$ cat src/rtl/mem_stage_if.sv
// Data-memory port between the MEM stage and the data memory.
// Request fields are held stable from req rise until ack or abort.
// Memory completes with a one-cycle ack; there is no other backpressure.
interface mem_stage_if;
  logic        dmem_req;
  logic        dmem_we;
  logic [31:0] dmem_addr;
  logic [31:0] dmem_wdata;
  logic [3:0]  dmem_be;
  logic [31:0] dmem_rdata;
  logic        dmem_ack;

  modport master (
    output dmem_req, dmem_we, dmem_addr, dmem_wdata, dmem_be,
    input  dmem_rdata, dmem_ack
  );

  modport slave (
    input  dmem_req, dmem_we, dmem_addr, dmem_wdata, dmem_be,
    output dmem_rdata, dmem_ack
  );
endinterface

$ cat src/rtl/mem_stage.sv
// MEM stage: load/store access over req/ack, load extension, MEM/WB register.
// Latency: 1 IDLE cycle + N BUSY cycles to ack; result on wb_* one edge after ack.
// Backpressure: o_stall holds EX/MEM while an access is pending; timeout aborts.
module mem_stage #(
  parameter int TIMEOUT_CYCLES = 255
) (
  input  logic        clk,
  input  logic        reset,
  input  logic        i_reg_write_in,
  input  logic        i_mem_to_reg_in,
  input  logic        i_mem_read_in,
  input  logic        i_mem_write_in,
  input  logic [31:0] i_alu_result_in,
  input  logic [31:0] i_rs2_data_in,
  input  logic [4:0]  i_rd_in,
  input  logic [2:0]  i_funct3_in,
  mem_stage_if.master dmem,
  output logic        o_stall,
  output logic        o_wb_reg_write,
  output logic        o_wb_mem_to_reg,
  output logic [31:0] o_wb_mem_data,
  output logic [31:0] o_wb_alu_result,
  output logic [4:0]  o_wb_rd,
  output logic        o_wb_misaligned,
  output logic        o_wb_bus_error
);

  typedef enum logic {S_IDLE = 1'b0, S_BUSY = 1'b1} state_t;

  state_t      r_state, w_state_nxt;
  logic [31:0] r_cnt;

  // Fields latched at BUSY entry and held for the whole access.
  logic        r_we, r_reg_write, r_mem_to_reg;
  logic [31:0] r_alu, r_wdata;
  logic [3:0]  r_be;
  logic [2:0]  r_f3;
  logic [4:0]  r_rd;

  // MEM/WB pipeline register.
  logic        r_wb_reg_write, r_wb_mem_to_reg, r_wb_misaligned, r_wb_bus_error;
  logic [31:0] r_wb_mem_data, r_wb_alu_result;
  logic [4:0]  r_wb_rd;

  logic        w_mem_op, w_is_b, w_is_h, w_misal, w_busy, w_timeout, w_stall, w_latch;
  logic [3:0]  w_be;
  logic [31:0] w_wdata;
  logic [7:0]  w_ld_byte;
  logic [15:0] w_ld_half;
  logic [31:0] w_ld_data;
  logic        w_wb_reg_write, w_wb_mem_to_reg, w_wb_misaligned, w_wb_bus_error;
  logic [31:0] w_wb_mem_data, w_wb_alu_result;
  logic [4:0]  w_wb_rd;

  // funct3[1:0] gives the size (00 byte, 01 half, else word); funct3[2] means unsigned.
  assign w_mem_op  = i_mem_read_in | i_mem_write_in;
  assign w_is_b    = (i_funct3_in[1:0] == 2'b00);
  assign w_is_h    = (i_funct3_in[1:0] == 2'b01);
  assign w_misal   = w_mem_op & (w_is_h ? i_alu_result_in[0]
                                        : (~w_is_b & (|i_alu_result_in[1:0])));
  assign w_busy    = (r_state == S_BUSY);
  assign w_timeout = w_busy && (TIMEOUT_CYCLES != 0) && (r_cnt == 32'(TIMEOUT_CYCLES));

  // Store lane formatting; loads always read the full word.
  always_comb begin
    w_be    = 4'b1111;
    w_wdata = i_rs2_data_in;
    if (i_mem_write_in) begin
      if (w_is_b) begin
        w_be    = 4'b0001 << i_alu_result_in[1:0];
        w_wdata = {4{i_rs2_data_in[7:0]}};
      end else if (w_is_h) begin
        w_be    = i_alu_result_in[1] ? 4'b1100 : 4'b0011;
        w_wdata = {2{i_rs2_data_in[15:0]}};
      end
    end
  end

  // Load lane select and sign/zero extension from the latched address and size.
  always_comb begin
    w_ld_byte = dmem.dmem_rdata[7:0];
    case (r_alu[1:0])
      2'd1:    w_ld_byte = dmem.dmem_rdata[15:8];
      2'd2:    w_ld_byte = dmem.dmem_rdata[23:16];
      2'd3:    w_ld_byte = dmem.dmem_rdata[31:24];
      default: w_ld_byte = dmem.dmem_rdata[7:0];
    endcase
    w_ld_half = r_alu[1] ? dmem.dmem_rdata[31:16] : dmem.dmem_rdata[15:0];
    if (r_f3[1:0] == 2'b00)
      w_ld_data = {{24{~r_f3[2] & w_ld_byte[7]}}, w_ld_byte};
    else if (r_f3[1:0] == 2'b01)
      w_ld_data = {{16{~r_f3[2] & w_ld_half[15]}}, w_ld_half};
    else
      w_ld_data = dmem.dmem_rdata;
    if (r_we)
      w_ld_data = 32'd0;
  end

  // Next state, stall and MEM/WB next value; a bubble is the default.
  always_comb begin
    w_state_nxt     = r_state;
    w_stall         = 1'b0;
    w_latch         = 1'b0;
    w_wb_reg_write  = 1'b0;
    w_wb_mem_to_reg = 1'b0;
    w_wb_mem_data   = 32'd0;
    w_wb_alu_result = 32'd0;
    w_wb_rd         = 5'd0;
    w_wb_misaligned = 1'b0;
    w_wb_bus_error  = 1'b0;
    case (r_state)
      S_IDLE: begin
        if (w_mem_op && !w_misal) begin
          w_stall     = 1'b1;
          w_latch     = 1'b1;
          w_state_nxt = S_BUSY;
        end else if (w_mem_op) begin
          w_wb_rd         = i_rd_in;
          w_wb_alu_result = i_alu_result_in;
          w_wb_misaligned = 1'b1;
        end else begin
          w_wb_reg_write  = i_reg_write_in;
          w_wb_mem_to_reg = i_mem_to_reg_in;
          w_wb_rd         = i_rd_in;
          w_wb_alu_result = i_alu_result_in;
        end
      end
      S_BUSY: begin
        if (dmem.dmem_ack) begin
          w_state_nxt     = S_IDLE;
          w_wb_reg_write  = r_reg_write;
          w_wb_mem_to_reg = r_mem_to_reg;
          w_wb_rd         = r_rd;
          w_wb_alu_result = r_alu;
          w_wb_mem_data   = w_ld_data;
        end else if (w_timeout) begin
          w_state_nxt    = S_IDLE;
          w_wb_bus_error = 1'b1;
        end else begin
          w_stall = 1'b1;
        end
      end
      default: w_state_nxt = S_IDLE;
    endcase
  end

  assign o_stall          = w_stall & ~reset;
  assign dmem.dmem_req    = w_busy & ~w_timeout;
  assign dmem.dmem_we     = r_we;
  assign dmem.dmem_addr   = {r_alu[31:2], 2'b00};
  assign dmem.dmem_wdata  = r_wdata;
  assign dmem.dmem_be     = r_be;

  assign o_wb_reg_write   = r_wb_reg_write;
  assign o_wb_mem_to_reg  = r_wb_mem_to_reg;
  assign o_wb_mem_data    = r_wb_mem_data;
  assign o_wb_alu_result  = r_wb_alu_result;
  assign o_wb_rd          = r_wb_rd;
  assign o_wb_misaligned  = r_wb_misaligned;
  assign o_wb_bus_error   = r_wb_bus_error;

  // State register and BUSY cycle counter, cleared on each BUSY entry.
  always_ff @(posedge clk or posedge reset) begin
    if (reset) begin
      r_state <= S_IDLE;
      r_cnt   <= 32'd0;
    end else begin
      r_state <= w_state_nxt;
      if (w_latch)
        r_cnt <= 32'd0;
      else if (w_busy)
        r_cnt <= r_cnt + 32'd1;
    end
  end

  // Capture the access fields when an aligned memory op starts.
  always_ff @(posedge clk or posedge reset) begin
    if (reset) begin
      r_we         <= 1'b0;
      r_reg_write  <= 1'b0;
      r_mem_to_reg <= 1'b0;
      r_alu        <= 32'd0;
      r_wdata      <= 32'd0;
      r_be         <= 4'd0;
      r_f3         <= 3'd0;
      r_rd         <= 5'd0;
    end else if (w_latch) begin
      r_we         <= i_mem_write_in;
      r_reg_write  <= i_reg_write_in;
      r_mem_to_reg <= i_mem_to_reg_in;
      r_alu        <= i_alu_result_in;
      r_wdata      <= w_wdata;
      r_be         <= w_be;
      r_f3         <= i_funct3_in;
      r_rd         <= i_rd_in;
    end
  end

  // MEM/WB register loads every edge (bubble, passthrough, fault or load result).
  always_ff @(posedge clk or posedge reset) begin
    if (reset) begin
      r_wb_reg_write  <= 1'b0;
      r_wb_mem_to_reg <= 1'b0;
      r_wb_mem_data   <= 32'd0;
      r_wb_alu_result <= 32'd0;
      r_wb_rd         <= 5'd0;
      r_wb_misaligned <= 1'b0;
      r_wb_bus_error  <= 1'b0;
    end else begin
      r_wb_reg_write  <= w_wb_reg_write;
      r_wb_mem_to_reg <= w_wb_mem_to_reg;
      r_wb_mem_data   <= w_wb_mem_data;
      r_wb_alu_result <= w_wb_alu_result;
      r_wb_rd         <= w_wb_rd;
      r_wb_misaligned <= w_wb_misaligned;
      r_wb_bus_error  <= w_wb_bus_error;
    end
  end

endmodule

$ cat src/flat_wrapper.sv
// flat-port wrapper written by rule: the top's interface ports become plain ports
module mem_stage_flat 
#(
  parameter int TIMEOUT_CYCLES = 255
)
  (clk, reset, i_reg_write_in, i_mem_to_reg_in, i_mem_read_in, i_mem_write_in, i_alu_result_in, i_rs2_data_in, i_rd_in, i_funct3_in, o_stall, o_wb_reg_write, o_wb_mem_to_reg, o_wb_mem_data, o_wb_alu_result, o_wb_rd, o_wb_misaligned, o_wb_bus_error, dmem_dmem_req, dmem_dmem_we, dmem_dmem_addr, dmem_dmem_wdata, dmem_dmem_be, dmem_dmem_rdata, dmem_dmem_ack);
  mem_stage_if dmem_i ();
  input  logic clk;
  input  logic reset;
  input  logic i_reg_write_in;
  input  logic i_mem_to_reg_in;
  input  logic i_mem_read_in;
  input  logic i_mem_write_in;
  input  logic [31:0] i_alu_result_in;
  input  logic [31:0] i_rs2_data_in;
  input  logic [4:0] i_rd_in;
  input  logic [2:0] i_funct3_in;
  output logic o_stall;
  output logic o_wb_reg_write;
  output logic o_wb_mem_to_reg;
  output logic [31:0] o_wb_mem_data;
  output logic [31:0] o_wb_alu_result;
  output logic [4:0] o_wb_rd;
  output logic o_wb_misaligned;
  output logic o_wb_bus_error;
  output wire logic [$bits(dmem_i.dmem_req)-1:0] dmem_dmem_req;
  output wire logic [$bits(dmem_i.dmem_we)-1:0] dmem_dmem_we;
  output wire logic [$bits(dmem_i.dmem_addr)-1:0] dmem_dmem_addr;
  output wire logic [$bits(dmem_i.dmem_wdata)-1:0] dmem_dmem_wdata;
  output wire logic [$bits(dmem_i.dmem_be)-1:0] dmem_dmem_be;
  input wire logic [$bits(dmem_i.dmem_rdata)-1:0] dmem_dmem_rdata;
  input wire logic [$bits(dmem_i.dmem_ack)-1:0] dmem_dmem_ack;
  assign dmem_dmem_req = dmem_i.dmem_req;
  assign dmem_dmem_we = dmem_i.dmem_we;
  assign dmem_dmem_addr = dmem_i.dmem_addr;
  assign dmem_dmem_wdata = dmem_i.dmem_wdata;
  assign dmem_dmem_be = dmem_i.dmem_be;
  assign dmem_i.dmem_rdata = dmem_dmem_rdata;
  assign dmem_i.dmem_ack = dmem_dmem_ack;
  mem_stage #(.TIMEOUT_CYCLES(TIMEOUT_CYCLES)) u_core (.clk(clk), .reset(reset), .i_reg_write_in(i_reg_write_in), .i_mem_to_reg_in(i_mem_to_reg_in), .i_mem_read_in(i_mem_read_in), .i_mem_write_in(i_mem_write_in), .i_alu_result_in(i_alu_result_in), .i_rs2_data_in(i_rs2_data_in), .i_rd_in(i_rd_in), .i_funct3_in(i_funct3_in), .dmem(dmem_i), .o_stall(o_stall), .o_wb_reg_write(o_wb_reg_write), .o_wb_mem_to_reg(o_wb_mem_to_reg), .o_wb_mem_data(o_wb_mem_data), .o_wb_alu_result(o_wb_alu_result), .o_wb_rd(o_wb_rd), .o_wb_misaligned(o_wb_misaligned), .o_wb_bus_error(o_wb_bus_error));
endmodule
$ cat config.mk
export PLATFORM = sky130hd
export DESIGN_NAME = mem_stage_flat
export DESIGN_NICKNAME = d
export VERILOG_FILES = /design/src/rtl/mem_stage_if.sv /design/src/rtl/mem_stage.sv /design/src/flat_wrapper.sv
export SDC_FILE = /design/constraint.sdc
export NUM_CORES = 1
export LEC_CHECK = 0
export CORE_AREA = 4 4 138 140
export DETAILED_ROUTE_END_ITERATION = 10
export DIE_AREA = 0 0 142 144
export GPL_ROUTABILITY_DRIVEN = 0
export PLACE_DENSITY = 0.88
export SYNTH_ARGS = -nofsm -noshare
export SYNTH_HDL_FRONTEND = slang
export SYNTH_SLANG_ARGS = --single-unit
$ cat constraint.sdc
create_clock -name clk -period 7.3 [get_ports clk]
set_input_delay 1.46 -clock clk [delete_from_list [all_inputs] [get_ports clk]]
set_output_delay 1.46 -clock clk [all_outputs]
set_load 0.01 [all_outputs]
==> results of run 1 <==
==> metal layers <==
metal  vias to the layer above  part of all wire  global-route usage
met5                         -           0.00044                   0
met4                         2             0.027             0.07727
met3                        44             0.073             0.06151
met1                      3369              0.40              0.2677
li1                       3179                 -                   -
met2                       258              0.50              0.3791
==> final timing paths <==
path / start / end / slack, ps / depth (start not counted)
max: i_alu_result_in[0] / o_stall / 2090 / 5
min: u_core.dmem.dmem_wdata[1] / u_core.dmem.dmem_wdata[1] / 480 / 2
max reg2reg: u_core.r_state / u_core.r_cnt[17] / 4850 / 5
min reg2reg: u_core.dmem.dmem_wdata[1] / u_core.dmem.dmem_wdata[1] / 480 / 2
max in group asynchronous: reset / u_core.r_cnt[15] / 4110 / 3
min in group asynchronous: reset / u_core.o_wb_alu_result[30] / 1670 / 2
==> per-stage QoR <==
stage          utilization  hold WS (ps)
3_3_place_gp        0.5991         454.8
4_1_cts             0.6327         480.8
2_1_floorplan            -         446.1
5_1_grt             0.6328         517.2
3_5_place_dp        0.5991         461.4
6_report            0.6328         476.6
==> worst min-delay path, stage by stage (launching register included) <==
cell and delay (ps):
dfrtp_1 340, nand2_1 50, nand2_1 50
==> cells by family after synthesis <==
kind of cell,share of synthesized area
simple gates,0.1641
flops,0.5627
compound gates,0.1390
buf+inv,0.05992
mux,0.06373
xor+xnor,0.008517
fa+ha+maj,0.001521
other cells,0.0004558
==> cells in the final DEF, fill, tap and decap left out, types with 6 or more instances in the layout <==
cell type | netlist | final
nor2_1 | 9 | 9
inv_1 | 9 | 8
a21oi_1 | 9 | 9
o21ai_0 | 44 | 44
nand4_1 | 17 | 17
nand3_1 | 13 | 13
dfrtp_1 | 185 | 185
clkbuf_16 | 0 | 17
nor4_1 | 10 | 8
o22ai_1 | 7 | 7
a31oi_1 | 10 | 9
a21o_2 | 14 | 14
o221ai_1 | 7 | 7
mux2_2 | 9 | 9
clkdlybuf4s50_1 | 0 | 252
a22o_1 | 39 | 39
mux2i_1 | 40 | 40
xor2_1 | 6 | 6
buf_4 | 32 | 7
nand2_1 | 235 | 235
==> power groups by stage <==
stage / Clock, W / Combinational, W / Sequential [W]
detailed placement: 0 / 0.000861 / 0.00134
CTS: 0.000940 / 0.000865 / 0.00133
global placement: 0 / 0.000839 / 0.00133
floorplan: 0 / 0.000399 / 0.00137
global route: 0.000984 / 0.000927 / 0.00135
finish: 0.000925 / 0.000855 / 0.00133
==> final cells by class <==
type | instances | area [µm²]
clock inverter | 14 | 158.9
timing repair buffer | 260 | 2595
clock buffer | 18 | 439.2
tap | 229 | 286.5
inverter | 9 | 38.79
antenna | 1 | 2.502
sequential | 185 | 4629
multi-input combinational | 535 | 3139
fill | 1397 | 6551
==> summary.txt, run 1 <==
Worst min path class = register to register
Clk pin slew, worst setup/hold paths = 80 ps
Number of max-slew violations in the final report = 0
CTS max path bufs = 2
Share of synthesized area occupied by flip-flops and latches = 0.5627
TritonCTS clock tree = built
Fmax achieved = 191.9 MHz
Via density = 5.477
Fin cells = 1251
Top cell type's share of synthesized area = 0.5627
RSZ-0062 raised after global routing = false
Total global-route track usage = 0.2205
Share of layout cells above drive strength 1 = 0.07738
Number of buffers created by CTS = 17
Critical path peak fanout = 7
Row Count = 49
Final Critical Period = 5211 ps
Data required time of the critical path = 5840 ps
Setup violators final = 0
Number of warnings printed during yosys synthesis = 0
Critical path start-end classification = input port to output port
Hold-fix buffers at CTS = 0
Clock power share = 0.298
Quantity of I/O buffers inserted on ports = 252
Effective utilization at floorplan = 0.4611
Post-synth ARST share = 1.000
Startpoint types = input port
DRC = 0
Pre-CTS worst setup slack = 2143 ps
Crit. End Element = output port
Final-stage net count = 1120
Fin crit share = 0.7138
Mapped cell area = 8227 µm²
Count leader, synth = nand2_1
Buffers and inverters on the worst path = 2
Net switching power = 0.0009563 W
Aggregate global routing overflow = 0
Via count of the first global-routing pass = 6856
First drt pass iteration count = 5
P per Cell Area = 275.1 nW/µm²
Area growth syn-to-layout = 37.23%
Synth area leader = dfrtp_1
Proportion of power drawn by flip-flops and latches = 0.427
Global-route wire length before repair = 35.88 mm
Clock sinks = 185
WL/cell = 18.12 µm
Clock network latency to the later pin of the worst-skew pair = 430 ps
Status = finished, final reports clean
Switching share of power = 0.3079
Final Cell Area = 11290 µm²
Most used cell along the critical path = clkdlybuf4s50_1
Drt first-iter violations = 435
Average cell area after synthesis = 10.13 µm²
Die W = 142 µm
Die area = 20450 µm²
Number of antenna violations at the first check in global routing = 2
Area of the core = 17840 µm²
Number of flops mapped to enable cells by yosys = 0
Ys flop type = dfrtp_1
Clock tree root buffer cell = clkbuf_16
Number of standard cells after synthesis = 812
Post-CTS Setup Inserts = 0
Total Power Consumption = 0.003106 W
Combinational Power Share = 0.275
FF+latch count, synth = 185
Number of routed nets with antenna violations = 0
Int Pwr = 0.002150 W
Family with the most delay on the worst path = buffers and inverters
Top post-synthesis cells by area = dfrtp_1 56%, nand2_1 11%, mux2i_1 4.9%, a22o_1 4.2%, buf_4 2.9%
Final HPWL from detailed placement = 16.23 mm
H-Tree Level Count = 4
Normalized max-slew margin = 0.2988
Number of distinct library cells after synthesis = 52
Number of hold violations in the final report = 0
CTS-repair resized insts = 0
Final routed wirelength across all metal layers = 22.67 mm
Leakage Power = 5.156 nW
Synth cell count leaders = 235 x nand2_1, 185 x dfrtp_1, 44 x o21ai_0
Pin count of the biggest net entering global routing = 121
Max-cap check violation count = 0
Data arrival time of the critical path = 3750 ps
Die span in y = 144 µm
Slowest cell on the critical path = clkdlybuf4s50_1
VDD IR-drop max = 0.0001910 V
Biggest cell delay along the critical path = 650 ps
Post-Route Skew = 17.39 ps
Final worst setup slack = 2089 ps
Boundary pin count = 255
Slew at the pin closest to its max-slew limit = 1052 ps
Via total after detailed routing = 6852
Cell area reported after detailed placement = 10690 µm²
Total negative slack = 0 ps
Cell Count Post-Placement = 1218
Cell chain of the critical path = clkdlybuf4s50_1 -> o21ai_1 -> a31oi_4 -> o41ai_1 -> clkdlybuf4s50_1
Power figures use the tool's default switching activity.
==> inputs of run 2 (changes only) <==
Settings changed: CORE_AREA 4 4 138 140 to 4 4 145 147, DIE_AREA 0 0 142 144 to 0 0 149 151, PLACE_DENSITY 0.88 to 0.85.
Clock period 7.3 ns to 4.5 ns, I/O delays scaled along.
==> summary.txt, run 2 (same netlist as run 1, synthesis figures left out) <==
Final Critical Period = 3983 ps
Slowest cell on the critical path = clkdlybuf4s50_1
Biggest cell delay along the critical path = 630 ps (-20 ps)
Fin cells = 1296 (+3.6%)
Switching share of power = 0.3073 (-0.0006222)
Number of buffers created by CTS = 17 (unchanged)
Die area = 22500 µm² (+10%)
Status = finished, final reports clean
Number of max-slew violations in the final report = 0 (unchanged)
VDD IR-drop max = 0.0002802 V (+47%)
Total global-route track usage = 0.2005 (-0.01994)
Most frequent cells in the layout = 252 x clkdlybuf4s50_1, 235 x nand2_1, 185 x dfrtp_1
P per Cell Area = 447.6 nW/µm² (+63%)
GR met3 Demand/Resource = 0.06732 (+0.005817)
Leakage Power = 5.195 nW (+0.76%)
Die W = 149 µm (+4.9%)
Max-cap check violation count = 0 (unchanged)
GR Layer Usage met1 = 0.2533 (-0.01436)
Effective utilization at floorplan = 0.4132 (-0.04790)
Post-Route Skew = 19.70 ps (+2.315 ps)
Cell chain of the critical path = clkdlybuf4s50_1 -> o21ai_1 -> a31oi_4 -> or3_1 -> o41ai_1 -> clkdlybuf4s50_1
Fmax achieved = 251.1 MHz
Cell Count Post-Placement = 1264 (+3.8%)
Startpoint types = input port
Data required time of the critical path = 3600 ps (-2240 ps)
Via count of the first global-routing pass = 6678 (-2.6%)
Critical path start-end classification = input port to output port
Data arrival time of the critical path = 3080 ps (-670 ps)
WL/cell = 17.80 µm (-1.8%)
Number of fillers in the final layout = 1694 (+21%)
Final routed wirelength across all metal layers = 23.07 mm (+1.8%)
Fin crit share = 0.8851
Die span in y = 151 µm (+4.9%)
Via density = 5.257 (-4.0%)
Quantity of I/O buffers inserted on ports = 252 (unchanged)
Critical path peak fanout = 7 (unchanged)
Clock tree root buffer cell = clkbuf_16
Antenna diode count = 0 (-1)
Boundary pin count = 255 (unchanged)
Share of layout cells above drive strength 1 = 0.08285 (+0.005471)
TritonCTS clock tree = built
Final HPWL from detailed placement = 16.80 mm (+3.5%)
Post-CTS Setup Inserts = 0 (unchanged)
Total Power Consumption = 0.005112 W (+65%)
Clk pin slew, worst setup/hold paths = 70 ps (about the same)
Most used cell along the critical path = clkdlybuf4s50_1
Clock network latency to the later pin of the worst-skew pair = 430 ps (about the same)
Crit. End Element = output port
Global-route wire length before repair = 35.62 mm (-0.71%)
H-Tree Level Count = 4 (unchanged)
Net switching power = 0.001571 W (+64%)
Area of the core = 19910 µm² (+12%)
Drt first-iter violations = 310 (-29%)
Setup violators final = 0 (unchanged)
Area growth syn-to-layout = 38.83%
Layer carrying the most global-route usage = met2
Clock power share = 0.306 (+0.008)
Worst min path class = register to register
RSZ-0062 raised after global routing = false
Aggregate global routing overflow = 0 (unchanged)
Row Count = 52 (+6.1%)
Combinational Power Share = 0.273 (-0.002)
Number of routed nets with antenna violations = 0 (unchanged)
Global Route met2 Usage = 0.3313 (-0.04783)
Proportion of power drawn by flip-flops and latches = 0.422 (-0.005)
CTS-repair resized insts = 0 (unchanged)
Number of hold violations in the final report = 0 (unchanged)
Total negative slack = 0 ps (unchanged)
CTS max path bufs = 2 (unchanged)
Via total after detailed routing = 6813 (-0.57%)
Hold-fix buffers at CTS = 0 (unchanged)
Normalized max-slew margin = 0.2454 (-0.05338)
Most common cell after layout, fill and taps aside = clkdlybuf4s50_1
DRC = 0 (unchanged)
First drt pass iteration count = 5 (unchanged)
Clock sinks = 185 (unchanged)
Final-stage net count = 1125 (+0.45%)
Number of antenna violations at the first check in global routing = 2 (unchanged)
Slew at the pin closest to its max-slew limit = 1130 ps (+77.75 ps)
Int Pwr = 0.003541 W (+65%)
Pin count of the biggest net entering global routing = 63 (-48%)
-- run 2: cell count changes in the layout (fill, tap and decap cells not counted), sizes merged --
cell	change
diode	-1
clkinv	-1
buf	+5
clkbuf	-1
clkinvlp	+1
bufinv	+1
-- run 2: path summary, 6_finish.rpt --
kind / from / endpoint / slack [ps] / cells after the start
worst min-delay path: u_core.dmem.dmem_be[2] / u_core.dmem.dmem_be[2] / 470 / 2
worst max-delay path: i_alu_result_in[0] / o_stall / 520 / 6
max in group asynchronous: reset / u_core.r_cnt[25] / 2750 / 3
worst min register to register: u_core.dmem.dmem_be[2] / u_core.dmem.dmem_be[2] / 470 / 2
worst max register to register: u_core.r_state / u_core.o_wb_mem_data[31] / 1830 / 5
min in group asynchronous: reset / u_core.r_cnt[1] / 1000 / 2
-- run 2: metrics by stage --
| stage | instance area, µm² | utilization | worst slack (ps) | hold WS [ps] |
|---|---|---|---|---|
| after floorplan | 8234 | - | 1221 | 446.1 |
| after global placement | 10790 | 0.5420 | 558.7 | 457.5 |
| after detailed placement | 10790 | 0.5420 | 522.7 | 459.5 |
| after CTS | 11420 | 0.5737 | 510.6 | 475.7 |
| after global routing | 11420 | 0.5737 | 428.1 | 494.0 |
| final | 11420 | 0.5737 | 517.2 | 466.8 |
-- run 2: per-layer routing --
metal	up-vias	share of wire
met4	4	0.017
li1	3189	-
met2	271	0.50
met3	34	0.085
met1	3315	0.40
met5	-	0.00091
-- run 2: critical path: cells and delay by family --
family | cells | cell delay, ps
buffers and inverters | 2 | 1180
and+or+nand+nor | 1 | 320
AOI/OAI and AO/OA | 3 | 670
-- run 2: final cells by class --
type	count	area, µm²	share of cell area
clock buffer	17	425.4	0.03725
tap	270	337.8	0.02958
inverter	9	37.54	0.003287
timing repair buffer	265	2645	0.2316
sequential	185	4629	0.4053
clock inverter	15	205.2	0.01797
multi-input combinational	535	3141	0.2750
-- run 2: power groups by stage --
| stage | registers (W) | clock network, W | logic (W) |
|---|---|---|---|
| 2_1_floorplan | 0.00222 | 0 | 0.000647 |
| 3_3_place_gp | 0.00218 | 0 | 0.00137 |
| 3_5_place_dp | 0.00219 | 0 | 0.00140 |
| 4_1_cts | 0.00216 | 0.00160 | 0.00141 |
| 5_1_grt | 0.00220 | 0.00167 | 0.00151 |
| 6_report | 0.00216 | 0.00156 | 0.00139 |
